### src/rtl/hw_regs_pkg.sv
// hw_regs_pkg
//   Types and helpers shared by the hardware control register block and the
//   write coalescer that feeds it.
//   - hw_state_e : coalescer state encoding
//   - lane_of()  : byte offset -> byte lane (big-endian placement)
package hw_regs_pkg;

    typedef enum logic [1:0] {
        IDLE = 2'd0,
        FILL = 2'd1,
        EMIT = 2'd2
    } hw_state_e;

    // Offset 0 lands in the most significant lane; the register file decodes
    // lanes the same way, so both sides must call this one function.
    function automatic int lane_of(input int offset, input int n);
        return (n - 1) ^ offset;
    endfunction

endpackage

### src/rtl/hwreg_lane_merge.sv
// hwreg_lane_merge
//   Purely combinational merge of one byte into a line buffer.
//   Ports:
//     line_data   in  DATA_W   current line contents
//     line_mask   in  N        current byte-lane enables
//     offset      in  OFS_W    byte offset within the line
//     byte_in     in  8        byte to merge (overwrites an already-set lane)
//     merged_data out DATA_W   line contents with the byte placed
//     merged_mask out N        lane enables including the new lane
//     full        out 1        all lanes enabled after the merge
module hwreg_lane_merge
    import hw_regs_pkg::*;
#(
    parameter int DATA_W = 128,
    parameter int N      = DATA_W / 8,
    parameter int OFS_W  = ($clog2(N) == 0) ? 1 : $clog2(N)
) (
    input  logic [DATA_W-1:0] line_data,
    input  logic [N-1:0]      line_mask,
    input  logic [OFS_W-1:0]  offset,
    input  logic [7:0]        byte_in,
    output logic [DATA_W-1:0] merged_data,
    output logic [N-1:0]      merged_mask,
    output logic              full
);

    int lane_sel;

    always_comb begin
        lane_sel    = lane_of(int'(offset), N);
        merged_data = line_data;
        merged_mask = line_mask;
        for (int k = 0; k < N; k++) begin
            if (k == lane_sel) begin
                merged_data[k*8 +: 8] = byte_in;
                merged_mask[k]        = 1'b1;
            end
        end
    end

    assign full = &merged_mask;

endmodule

### src/rtl/hw_regs_write_coalescer.sv
// hw_regs_write_coalescer
//   Packs single-byte CPU writes into masked line-wide writes for the HW
//   control register file. A line is emitted when full, when a write targets
//   another line, on FLUSH, or after FLUSH_TIMEOUT idle cycles.
//   Ports:
//     CLK, RESET_n          clock, async active-low reset
//     WR_REQ/WR_ADDR/WR_DATA byte write request from the bus interface
//     WR_READY              request accepted when WR_REQ && WR_READY (comb)
//     FLUSH                 force emit of the pending line
//     WE                    one-cycle write strobe to the register file
//     ADDR_OUT              line address (low L bits zero)
//     DATA_OUT / WMASK_OUT  line data and byte-lane enables
//     BUSY                  state is not IDLE
//
//   state | meaning
//   ------+--------------------------------------------------------------
//   IDLE  | buffer empty, ready for any write
//   FILL  | buffer holds >=1 byte of line `tag`; idle timer running
//   EMIT  | WE high this cycle with the captured line; buffer already empty
module hw_regs_write_coalescer
    import hw_regs_pkg::*;
#(
    parameter int PORT_ADDR_SIZE  = 19,
    parameter int PORT_CACHE_BITS = 128,
    parameter int FLUSH_TIMEOUT   = 16
) (
    input  logic                       CLK,
    input  logic                       RESET_n,
    input  logic                       WR_REQ,
    input  logic [PORT_ADDR_SIZE-1:0]  WR_ADDR,
    input  logic [7:0]                 WR_DATA,
    output logic                       WR_READY,
    input  logic                       FLUSH,
    output logic                       WE,
    output logic [PORT_ADDR_SIZE-1:0]  ADDR_OUT,
    output logic [PORT_CACHE_BITS-1:0] DATA_OUT,
    output logic [PORT_CACHE_BITS/8-1:0] WMASK_OUT,
    output logic                       BUSY
);

    localparam int N     = PORT_CACHE_BITS / 8;
    localparam int L     = $clog2(N);
    localparam int OFS_W = (L == 0) ? 1 : L;
    localparam int TW    = $clog2(FLUSH_TIMEOUT) + 1;

    localparam logic [TW-1:0]             T_LAST   = TW'(FLUSH_TIMEOUT - 1);
    localparam logic [PORT_ADDR_SIZE-1:0] LOW_MASK = PORT_ADDR_SIZE'(N - 1);

    hw_state_e                  state;
    logic [PORT_ADDR_SIZE-1:0]  tag;
    logic [PORT_CACHE_BITS-1:0] buf_data;
    logic [N-1:0]               buf_mask;
    logic [TW-1:0]              timer;

    logic [PORT_ADDR_SIZE-1:0]  line_addr;
    logic [OFS_W-1:0]           offset;
    logic                       same_line;
    logic                       accept;
    logic                       go_emit;
    logic [PORT_CACHE_BITS-1:0] base_data;
    logic [N-1:0]               base_mask;
    logic [PORT_CACHE_BITS-1:0] merged_data;
    logic [N-1:0]               merged_mask;
    logic                       full;
    logic [PORT_ADDR_SIZE-1:0]  emit_addr;
    logic [PORT_CACHE_BITS-1:0] emit_data;
    logic [N-1:0]               emit_mask;

    assign line_addr = WR_ADDR & ~LOW_MASK;
    assign offset    = WR_ADDR[OFS_W-1:0] & OFS_W'(N - 1);
    assign same_line = (line_addr == tag);

    // Only a different-line request in FILL stalls; the master holds it
    // through the EMIT cycle, where it is accepted.
    assign WR_READY = RESET_n && !((state == FILL) && WR_REQ && !same_line);
    assign accept   = WR_REQ && WR_READY;

    // Outside FILL the buffer is already empty, so a new line starts from zero.
    assign base_data = (state == FILL) ? buf_data : '0;
    assign base_mask = (state == FILL) ? buf_mask : '0;

    hwreg_lane_merge #(
        .DATA_W (PORT_CACHE_BITS),
        .N      (N),
        .OFS_W  (OFS_W)
    ) u_merge (
        .line_data   (base_data),
        .line_mask   (base_mask),
        .offset      (offset),
        .byte_in     (WR_DATA),
        .merged_data (merged_data),
        .merged_mask (merged_mask),
        .full        (full)
    );

    always_comb begin
        go_emit = 1'b0;
        if (state == FILL) begin
            if (accept) begin
                go_emit = full || FLUSH;
            end else begin
                go_emit = WR_REQ || FLUSH || (timer == T_LAST);
            end
        end else begin
            go_emit = accept && full;
        end
    end

    // A same-cycle accepted byte is part of the emitted line.
    assign emit_addr = (state == FILL) ? tag : line_addr;
    assign emit_data = accept ? merged_data : buf_data;
    assign emit_mask = accept ? merged_mask : buf_mask;

    always_ff @(posedge CLK or negedge RESET_n) begin
        if (!RESET_n) begin
            state     <= IDLE;
            tag       <= '0;
            buf_data  <= '0;
            buf_mask  <= '0;
            timer     <= '0;
            WE        <= 1'b0;
            ADDR_OUT  <= '0;
            DATA_OUT  <= '0;
            WMASK_OUT <= '0;
            BUSY      <= 1'b0;
        end else begin
            WE <= go_emit;
            if (go_emit) begin
                state     <= EMIT;
                BUSY      <= 1'b1;
                ADDR_OUT  <= emit_addr;
                DATA_OUT  <= emit_data;
                WMASK_OUT <= emit_mask;
                buf_data  <= '0;
                buf_mask  <= '0;
                timer     <= '0;
            end else if (accept) begin
                state     <= FILL;
                BUSY      <= 1'b1;
                tag       <= line_addr;
                buf_data  <= merged_data;
                buf_mask  <= merged_mask;
                timer     <= '0;
            end else if (state == FILL) begin
                // Cannot pass T_LAST: reaching it forces go_emit above.
                timer <= timer + 1'b1;
            end else begin
                state <= IDLE;
                BUSY  <= 1'b0;
                timer <= '0;
            end
        end
    end

endmodule

### config.mk
export PLATFORM = sky130hd
export DESIGN_NAME = hw_regs_write_coalescer
export DESIGN_NICKNAME = d
export VERILOG_FILES = /design/src/rtl/hw_regs_pkg.sv /design/src/rtl/hwreg_lane_merge.sv /design/src/rtl/hw_regs_write_coalescer.sv
export SDC_FILE = /design/constraint.sdc
export NUM_CORES = 1
export LEC_CHECK = 0
export BUFFER_PORTS_ARGS = -buffer_cell sky130_fd_sc_hd__buf_2
export CORE_MARGIN = 8
export CORE_UTILIZATION = 45
export CTS_CLUSTER_SIZE = 30
export DETAILED_ROUTE_END_ITERATION = 8
export PLACE_DENSITY = 0.7
export SYNTH_ARGS = -nofsm -noshare
export SYNTH_HDL_FRONTEND = slang
export SYNTH_HIERARCHICAL = 1
export SYNTH_SLANG_ARGS = --single-unit
### constraint.sdc
create_clock -name CLK -period 3.4 [get_ports CLK]
set_clock_uncertainty 0.05 [all_clocks]
set_input_delay 0.85 -clock CLK [delete_from_list [all_inputs] [get_ports CLK]]
set_output_delay 0.85 -clock CLK [all_outputs]
set_load 0.01 [all_outputs]
Yosys cells after proc, flatten, opt, wreduce, memory -nomap -nowiden
Index checks and enable logic that the tools add are counted.
{ "op_classes": {"n_reduce_logical": 13, "n_addsub": 1, "bitwise": 2, "n_mux": 50, "n_eq_ne": 19} }
{ "ops": {"columns": ["op", "count"], "rows": [
  ["two-way mux 128 bit", 3],
  ["two-way mux 8 bit", 16],
  ["two-way mux 16 bit", 3],
  ["equality test 4 bit, first input constant", 8],
  ["logical NOT 32 bit", 1],
  ["two-way mux 1 bit", 21],
  ["two-way mux 19 bit", 1],
  ["equality test 3 x 4 -> 1 bit, first input constant", 4],
  ["AND reduction 16 bit", 1],
  ["equality test 15 bit", 1],
  ["two-way mux 5 bit", 3],
  ["equality test 2 x 4 -> 1 bit, first input constant", 2],
  ["two-way mux 2 bit", 3],
  ["adder 5 x 1 -> 5 bit, second input constant", 1],
  ["equality test 5 x 4 -> 1 bit, second input constant", 1],
  ["logical AND 1 bit", 5],
  ["equality test 1 x 4 -> 1 bit, first input constant", 1],
  ["inverter 4 bit", 1],
  ["logical OR 1 bit", 3],
  ["!= test 3 bit, second input constant", 1],
  ["equality test 2 x 1 -> 1 bit, second input constant", 1],
  ["logical NOT 1 bit", 2],
  ["AND reduction 2 bit", 1],
  ["inverter 1 bit", 1]
]} }
{ "word_totals": {"word_cells": 95, "in_bits": 31, "output_inout_bits": 166, "regBits": 331} }

Logic depth before layout (Yosys ltp)
Gate-level depths: netlist of the first run.
{ "depth": {"word_depth": 10, "mapped_depth": 16, "mapped_depth_nobuf": 11} }

Cells and area by module
Netlist of the first run, hierarchy kept.
{ "by_module_without_submodules": {"columns": ["mod", "n_inst", "seq_area_each_um2", "area_each_um2", "cells_per_inst"], "rows": [
  ["hw_regs_write_coalescer", 1, 8182.8, 16981.3, 1649],
  ["hwreg_lane_merge", 1, 0.0, 2059.5, 207]
]} }

Least setup slack after synthesis of the first run
No wires, ideal clock.
{ "synth_path": {"path_kind": "input to register", "startpoint": "input WR_ADDR[2]", "endpoint": "register DATA_OUT[118]", "path_buffers": 5, "arrival_ps": 3133, "setup_time_ps": 82, "path_slack_ps": 135, "path_stages": 14, "required_ps": 3268, "path_cell_list": "buf_4 buf_4 nand3b_1 a211o_1 a222oi_1 and4_1 nand2_1 o21ai_0 o2bb2ai_2 buf_2 buf_4 clkbuf_1 a211oi_1 a31oi_1"} }
{ "synth_via": {"elab_chain_cells": 7, "word_cells_on_any_way": 40, "cone_classes": "eq/ne: 15; mux: 20; bitwise: 1; reduce/logical: 4"} }
{ "synth_rtl": {"columns": ["element", "line", "source"], "rows": [
  ["from (decl)", "hw_regs_write_coalescer.sv:30", "input logic [PORT_ADDR_SIZE-1:0] WR_ADDR,"],
  ["inverter 4 bit (no source line) *", null, null],
  ["logical NOT 32 bit (tied with other cells)", "hwreg_lane_merge.sv:34", "if (k == lane_sel) begin"],
  ["two-way mux 1 bit", "hwreg_lane_merge.sv:34", null],
  ["AND reduction 16 bit *", "hwreg_lane_merge.sv:41", "assign full = &merged_mask;"],
  ["via full", "hw_regs_write_coalescer.sv:64", "logic full;"],
  ["logical OR 1 bit", "hw_regs_write_coalescer.sv:100", "go_emit = full || FLUSH;"],
  ["two-way mux 1 bit", "hw_regs_write_coalescer.sv:99", "if (accept) begin"],
  ["two-way mux 1 bit *", "hw_regs_write_coalescer.sv:98", "if (state == FILL) begin"],
  ["to (signal assigned)", "hw_regs_write_coalescer.sv:132", "DATA_OUT <= emit_data;"],
  ["to (decl)", "hw_regs_write_coalescer.sv:36", "output logic [PORT_CACHE_BITS-1:0] DATA_OUT,"]
]} }
Mark *: on every way through the listed nets, which the timed path passes. The rest lies on a longest branch.
A chain may end at the register's enable or synchronous reset.

Final worst setup path of the first run
{ "layout_path": {"startpoint": "register state[1]", "endpoint": "register ADDR_OUT[4]"} }
{ "layout_via": {"word_cells_on_any_way": 29, "cone_classes": "eq/ne: 1; mux: 20; reduce/logical: 8"} }
{ "layout_lines": {"columns": ["element", "line", "source"], "rows": [
  ["from (decl)", "hw_regs_write_coalescer.sv:49", "hw_state_e state;"],
  ["from (signal assigned)", "hw_regs_write_coalescer.sv:116", "state <= IDLE;"],
  ["from (signal assigned)", "hw_regs_write_coalescer.sv:129", "state <= EMIT;"],
  ["from (signal assigned)", "hw_regs_write_coalescer.sv:138", "state <= FILL;"],
  ["equality test 2 x 1 -> 1 bit *", "hw_regs_write_coalescer.sv:80", "assign base_mask = (state == FILL) ? buf_mask : '0;"],
  ["two-way mux 16 bit *", "hw_regs_write_coalescer.sv:80", null],
  ["via base_mask[12]", "hw_regs_write_coalescer.sv:61", "logic [N-1:0] base_mask;"],
  ["two-way mux 1 bit *", "hwreg_lane_merge.sv:34", null],
  ["AND reduction 16 bit *", "hwreg_lane_merge.sv:41", null],
  ["via full", "hw_regs_write_coalescer.sv:64", null],
  ["logical OR 1 bit", "hw_regs_write_coalescer.sv:100", null],
  ["two-way mux 1 bit", "hw_regs_write_coalescer.sv:99", null],
  ["two-way mux 1 bit *", "hw_regs_write_coalescer.sv:98", null],
  ["to (signal assigned)", "hw_regs_write_coalescer.sv:131", "ADDR_OUT <= emit_addr;"],
  ["to (decl)", "hw_regs_write_coalescer.sv:35", "output logic [PORT_ADDR_SIZE-1:0] ADDR_OUT,"]
]} }
Marks and branches as above.

==> results of run 1 <==
==> through the flow <==
stage	utilization, %	power (mW)	cell area, µm²	hold slack [ns]	TNS (ns)
after global routing	53.14	18.49	22240	0.1097	-0.03019
after floorplan	-	9.992	19050	0.3829	0
after CTS	52.68	17.35	22050	0.09008	0
after detailed placement	49.55	13.04	20740	0.4026	-13.95
after global placement	49.55	12.87	20740	0.3954	-4.746
final	53.14	17.53	22240	0.1276	0
==> worst max-delay path: stages, from the launching register on <==
cell	delay, ns
sky130_fd_sc_hd__dfrtp_2	0.44
sky130_fd_sc_hd__nor2b_4	0.22
sky130_fd_sc_hd__buf_4	0.15
sky130_fd_sc_hd__and2_1	0.17
sky130_fd_sc_hd__nand3b_1	0.09
sky130_fd_sc_hd__a211o_1	0.26
sky130_fd_sc_hd__a222oi_1	0.33
sky130_fd_sc_hd__buf_4	0.18
sky130_fd_sc_hd__and4_1	0.19
sky130_fd_sc_hd__nand2_1	0.08
sky130_fd_sc_hd__o21ai_2	0.11
sky130_fd_sc_hd__o2bb2ai_4	0.19
sky130_fd_sc_hd__a21o_4	0.21
sky130_fd_sc_hd__buf_12	0.18
sky130_fd_sc_hd__mux2_2	0.34
==> cells by family after synthesis <==
kind of cell / count (synthesis) / synth area share (%)
adders and majority gates: 2 / 0.1314
other: 1 / 0.01969
muxes: 303 / 17.16
buffers and inverters: 207 / 5.027
AOI/OAI and AO/OA: 595 / 20.59
and+or+nand+nor: 404 / 13.31
DFF: 327 / 42.98
xor gates and xnor gates: 17 / 0.7820
==> cell usage in the layout, fill, tap and decap left out, types with 137 or more instances in the layout <==
| master | n |
|---|---|
| sky130_fd_sc_hd__a211oi_1 | 144 |
| sky130_fd_sc_hd__a21oi_1 | 151 |
| sky130_fd_sc_hd__and2_1 | 144 |
| sky130_fd_sc_hd__buf_2 | 190 |
| sky130_fd_sc_hd__mux2i_1 | 145 |
| sky130_fd_sc_hd__and3_1 | 145 |
| sky130_fd_sc_hd__a31oi_1 | 144 |
| sky130_fd_sc_hd__mux2_2 | 137 |
| sky130_fd_sc_hd__a22oi_1 | 144 |
| sky130_fd_sc_hd__dfrtp_1 | 326 |
==> path summary, 6_finish.rpt <==
path                          start           end  slack, ns
hold reg to reg            timer[0]      timer[0]       0.41
hold / removal              RESET_n  buf_mask[12]       0.13
setup / recovery           state[1]   ADDR_OUT[4]       0.07
min in group CLK           timer[0]      timer[0]       0.41
setup reg to reg           state[1]   ADDR_OUT[4]       0.07
max in group asynchronous   RESET_n      state[1]       1.87
==> layout make-up <==
type                            instances  share of cell area (%)
Clock inverter                          8                  0.2306
Antenna cell                            2                 0.02250
Inverter                                4                 0.06751
Tap cell                              539                   3.032
Clock buffer                           64                   5.631
Timing Repair Buffer                  284                   9.277
Multi-Input combinational cell       1326                   44.94
Sequential cell                       327                   36.80
==> per-layer routing <==
| layer | up-vias | track usage [%] | part of all wire (%) |
|---|---|---|---|
| li1 | 7284 | - | - |
| met5 | - | 0 | 0.020 |
| met2 | 595 | 38.36 | 48 |
| met3 | 104 | 4.431 | 6.3 |
| met4 | 2 | 8.189 | 2.8 |
| met1 | 8397 | 30.41 | 43 |
==> flip-flops by register name (all words and copies together) (netlist names) <==
name       count
buf_data     128
BUSY           1
WE             1
DATA_OUT     128
state          2
timer          5
WMASK_OUT     16
ADDR_OUT      15
tag           15
buf_mask      16
==> power by group <==
part	internal, mW	switching, mW	leakage [nW]
Clock	2.52	1.72	0.649
Sequential	5.22	0.925	4.20
Combinational	2.97	4.17	6.21
Total	10.7	6.81	11.1
==> what timing repair did <==
item / in CTS / in global routing
pin swaps: 0 / 1
gates resized for setup: 0 / 14
hold endpoints to repair: 0 / 0
gates cloned: 0 / 5
setup buffers: 1 / 2
setup endpoints to repair: 1 / 242
==> results by stage, run 1 <==
STA:
- Of the available clock period, the critical path in the final layout requires 98.08%.
- The clock period minus worst slack is 3.335 ns.
- The relative slew slack is 27.33%.
- The count of final hold-check violations is 0.
- The final number of max-transition violations was 0.
- Static timing analysis puts the maximum clock frequency at 0.2999 GHz.
- For the pin with the worst max-slew slack, the measured transition is 1.090 ns.
- The post-layout worst setup margin is 0.06540 ns.
- The count of final setup violators is 0.

Clock tree:
- The later-pin clock latency in the skew report is 0.57 ns.
- The maximum clock insertion buffer count is 3.
- The CTS clock-pin slew for the worst setup and hold paths is 0.06 ns.
- The number of levels the H-tree was split into is 2.
- In this run the clock root is driven by a sky130_fd_sc_hd__clkbuf_16.
- The TritonCTS clock tree is done.
- The post-cts hold buffer count is 0.
- The clock sink count is 327.
- The number of buffers created by CTS is 40.

Detailed routing:
- Wires add up to 60030 µm.
- The remaining routing DRC violations is 0.
- The number of nets with antenna violations after routing is 0.
- After the first detailed-routing iteration, the DRC count stood at 1496.
- For this run, the detailed router's first-pass iteration total came to 5.
- Dividing the detail-routed via count by the number of cells gives 6.414.
- The via count of the routed design is 16.38k.
- The wire length per cell after detailed routing is 23.50 µm.

Power and ir drop:
- Across the VDD grid, the largest voltage drop is 0.0004944 V.
- In this run the static leakage power is 11.06 nW.
- The power per standard cell area is 788.2 nW/µm².

Floorplan:
- The effective utilization at floorplan is 45.49%.
- The floorplan step set the die height to 221.7 µm.
- The die covers 49150 µm².
- The horizontal die dimension is 221.7 µm.
- The count of boundary I/O pins is 197.
- In this run the standard cell core region covers 41850 µm².
- After floorplanning, the core was divided into 75 placement rows.

Yosys:
- A synthesized cell averages 10.26 µm².
- Counting distinct cell types in the post-synthesis netlist gives 51.
- The post-synthesis instance area is 19040 µm².
- The most common cell in the netlist is sky130_fd_sc_hd__dfrtp_1.
- In the synthesized netlist the async set-or-reset flop fraction comes to 100.0%.
- For this run, the leading register cell type out of synthesis is sky130_fd_sc_hd__dfrtp_1.
- The total number of yosys warnings is 6.
- Yosys mapped a number of flops with a built-in enable equal to 0.
- The sequential element share of the synthesized area is 42.98%.
- By count the netlist is led by 327 x sky130_fd_sc_hd__dfrtp_1, 151 x sky130_fd_sc_hd__a21oi_1, 145 x sky130_fd_sc_hd__and3_1, 145 x sky130_fd_sc_hd__mux2i_1.
- The synthesized design spends more area on one cell type than any other, namely sky130_fd_sc_hd__dfrtp_1.
- The area fraction of the dominant cell type after synthesis is 42.98%.
- Ranked by total cell area, the synthesized netlist is headed by sky130_fd_sc_hd__dfrtp_1 43%, sky130_fd_sc_hd__mux2_2 8.1%, sky130_fd_sc_hd__mux2i_1 7.6%.
- Counting every instance in the synthesized netlist gives 1856.
- The register bit total from synthesis is 327.

Global route:
- The via count of the first global-routing pass came to 17.03k.
- The total routing usage reported by global routing is 23.30%.
- The pin count of the biggest net entering global routing is 195.
- The total global routing overflow is 0.
- The number of antenna violations at the first check in global routing is 3.
- The first global-routing pass estimated 94360 µm of wire.

Layout:
- Of the cells placed in the final design, the portion with a size suffix greater than 1 is 26.53%.
- The net count of the finished layout is 2016.
- Across the whole layout, storage elements account for 8184 µm².
- The total of fill cells in the finished design is 3675.
- The count of cells in the finished layout, fillers not included, comes to 2554.
- In the final layout, the multi-input gates occupy 9996 µm².
- The signed area change from the synthesized netlist to the final layout is 16.81%.

Placement:
- Before CTS, the worst setup slack after placement is -0.2096 ns.
- The number of cells in the design after placement is 2472.
- Summed over all nets, the half-perimeter wirelength after detailed placement is 35400 µm.
- The number of input and output port buffers inserted is 192.
- The congestion estimate from routability-driven global placement came to 0.8678.

Critical path:
- The endpoint arrival time on the critical path is 3.71 ns.
- The setup path with the least slack is of type reg -> reg.
- For the worst setup path, the data required time is 3.78 ns.
- The worst reg2reg path depth is 14.
- STA classifies the critical path endpoint as a flop.
- The startpoint type of the worst setup path is a flop.
- Of all nets on the critical path, the largest fanout is 14.

Flow run:
- Across the run, the number of max-cap violations was 0.

Min path:
- The tightest min-delay check is of the in -> async type.

Status:
- The run finished with clean final reports.
Power figures use the tool's default switching activity.
==> run 2: changes to the inputs <==
--- a/config.mk
+++ b/config.mk
@@ -8,6 +8,7 @@
 export BUFFER_PORTS_ARGS = -buffer_cell sky130_fd_sc_hd__buf_2
 export CORE_MARGIN = 8
 export CORE_UTILIZATION = 45
+export CTS_BUF_LIST = sky130_fd_sc_hd__clkbuf_4
 export CTS_CLUSTER_SIZE = 30
 export DETAILED_ROUTE_END_ITERATION = 8
 export PLACE_DENSITY = 0.7
==> constraint.sdc (replaced) <==
create_clock -name CLK -period 3.4 [get_ports CLK]
set_clock_uncertainty 0.05 [all_clocks]
set_input_delay 0.85 -clock CLK [delete_from_list [all_inputs] [get_ports CLK]]
set_output_delay 0.85 -clock CLK [all_outputs]
set_load 0.05 [all_outputs]
==> results by stage, run 2 (synthesis results as in run 1) <==
Status:
- The flow ran to the end, and the final reports show no timing, DRC or antenna violations.

Flow run:
- The count of max-cap constraint violations is 0.

Min path:
- The endpoint of the worst hold path is tag[12].
- The number of stages on the worst hold path is 2.
- The class of the tightest hold or removal check is in -> reg.
- The startpoint identified for the worst hold timing path is WR_ADDR[12].

Clock tree:
- The root buffer selected by CTS is sky130_fd_sc_hd__clkbuf_4.
- The clock sink count is 327.
- CTS built an H-tree with a depth of 3.
- The number of buffers created by CTS is 94.
- The maximum clock insertion buffer count is 3.
- The TritonCTS clock tree is done.
- The later-pin clock latency in the skew report is 0.77 ns.
- The CTS clock-pin slew for the worst setup and hold paths is 0.06 ns.

STA:
- The count of final setup violators is 0.
- Setup repair after global routing left no endpoint under its margin.
- The accumulated negative setup slack is 0 ns.
- The clock period minus worst slack is 3.257 ns.
- In this run the tightest slew margin relative to its limit is 26.44%.
- The final number of max-transition violations is 0.
- In the post-route analysis, the smallest setup slack over all paths is 0.1428 ns.
- The count of final hold-check violations is 0.
- The slew at the pin with the worst max-slew slack is 1.103 ns.
- The worst path uses 95.80% of the clock period.
- Based on the critical path, the design can be clocked at up to 0.3070 GHz.

Critical path:
- The kind of critical path is reg -> out.
- For the worst flop-to-flop path, the logic depth is 13.
- Setup slack on the worst reg-to-reg path comes out at 0.18 ns.
- Data on the critical path arrives at its endpoint at 2.36 ns.
- The capturing point of the worst reg2reg path is DATA_OUT[57].
- The highest net fanout along the worst path is 3.
- The startpoint type of the worst setup path is a flop.
- Data on the critical path is required at its endpoint by 2.50 ns.
- The startpoint of the most critical register-to-register path is state[1].
- The nature of the critical path endpoint is an output pin.

Placement:
- The HPWL after detailed placement is 35580 µm.
- The placed instances occupy a cell area of 20680 µm².
- Port buffering added 192 buffers.
- At the end of routability-driven placement, the weighted congestion stood at 0.8429.
- At the placement stage, the worst setup path has a slack of 0.01109 ns.

Power and ir drop:
- The maximum resistive drop on vdd is 0.0006336 V.
- The power per standard cell area is 907.0 nW/µm².
- The leakage component of the power is 11.07 nW.

Global route:
- The via count of the first global-routing pass is 17.11k.
- The number of antenna violations at the first check in global routing is 5.
- Global routing consumed, on the met2 layer, 37.01% of the routing resources.
- The most used routing layer is met2.
- The first global-routing pass estimated 93940 µm of wire.
- Global routing consumed, over all layers together, 23.20% of the routing resources.
- The met3 track demand over resource in global routing is 5.211%.
- After global routing the overflow that remains totals 0.
- Global routing used 30.09% of the available met1 tracks.
- Entering global routing, the biggest net connects 112 pins.

Layout:
- The share of layout cells above drive strength 1 is 28.74%.
- Once layout is done, the placed cells without fillers occupy 22040 µm².
- The layout net count is 2055.
- In the final layout, the registers with the most flip-flops are DATA_OUT (128), buf_data (128).
- Summing all multi-input logic gate instances after layout gives 10010 µm².
- Cells fill 52.67% of the core in the end.
- The library cell used most frequently in the layout, excluding fill and tap cells, is sky130_fd_sc_hd__dfrtp_1.
- Compared with the post-synthesis result, the final layout area differs by 15.77%.
- The total of fill cells in the finished design is 3729.
- The sequential cells in the finished layout cover a total of 8183 µm².
- In the layout the commonest cells are 327 x sky130_fd_sc_hd__dfrtp_1, 189 x sky130_fd_sc_hd__buf_2, 151 x sky130_fd_sc_hd__a21oi_1.

Detailed routing:
- The pre-antenna-repair detailed-routing pass consisted of 6 iterations.
- The via density per instance is 6.252.
- After detailed routing, the average wire length per cell comes to 22.41 µm.
- The number of DRC markers in iteration 0 is 1333.
- The detailed-route wire length is 59060 µm.
- In the routed design, unresolved DRC markers number 0.
- The via count of the routed design is 16.47k.
- Once detail routing completed, the nets flagged for antenna violations numbered 0.

Floorplan:
- In this run the count of I/O pins placed on the die edge is 197.
- The horizontal die dimension is 221.7 µm.
- The floorplan step defined a core boundary enclosing 41850 µm².
- The die covers 49150 µm².
- The initialized floorplan defines 75 standard-cell rows.
- Measured along the y axis, the die boundary spans 221.7 µm.
- The effective utilization at floorplan is 45.49%.
==> run 2: changes by cell type in the layout (fill, tap and decap cells not counted), sizes merged <==
cell         before  now
diode             2    5
dlygate4sd3       0    1
clkinv            6   21
clkbuf           68  139
inv               6    4
bufinv            0    6
buf             280  267
==> run 2: worst max-delay path, stage by stage (launching register included) <==
cell                       delay [ns]
sky130_fd_sc_hd__dfrtp_1         0.40
sky130_fd_sc_hd__xor2_1          0.17
sky130_fd_sc_hd__nor4_2          0.40
sky130_fd_sc_hd__nand4_4         0.16
sky130_fd_sc_hd__a21boi_4        0.19
sky130_fd_sc_hd__clkbuf_4        0.26
==> run 2: cell type report <==
type | instances | area share (%)
sequential | 327 | 37.12
multi-input combinational | 1326 | 45.43
timing repair buffer | 269 | 8.378
clock inverter | 27 | 1.192
inverter | 4 | 0.06811
antenna | 5 | 0.05676
tap | 539 | 3.059
clock buffer | 138 | 4.700
==> run 2: what timing repair did <==
action | in CTS | in global routing
gates resized for setup | 1 | 7
hold buffers | 1 | 0
setup endpoints to repair | 1 | 201
cloned | 0 | 1
setup buffers | 0 | 0
hold endpoints to repair | 12 | 0
pin swaps | 0 | 0
==> run 2: worst max-delay path by stage <==
stage	start	endpoint	slack (ns)	depth (start not counted)
floorplan	WR_ADDR[2]	DATA_OUT[118]	0.13	14
global placement	WR_ADDR[2]	DATA_OUT[68]	0.08	12
detailed placement	WR_ADDR[2]	DATA_OUT[56]	0.01	12
CTS	tag[4]	WR_READY	0.03	5
global route	state[1]	DATA_OUT[57]	0.007	13
finish	tag[4]	WR_READY	0.14	5
==> run 2: metrics by stage <==
step / hold WS (ns) / std cells / total power, mW
5_1_grt: 0.2514 / 2635 / 21.03
3_5_place_dp: 0.4113 / 2463 / 15.95
3_3_place_gp: 0.3925 / 2463 / 15.74
6_report: 0.2932 / 2635 / 19.99
2_1_floorplan: 0.3829 / 1859 / 12.96
4_1_cts: 0.2201 / 2629 / 20.07
==> run 2: metal layers <==
layer	vias up	routed length [µm]
li1	7433	-
met2	621	27590
met1	8292	25530
met3	127	4075
met5	-	0
met4	0	1863
==> run 2: report_power, final <==
part | switching (mW) | internal [mW]
Combinational | 7.10 | 2.73
Clock | 1.76 | 2.30
Sequential | 0.879 | 5.22
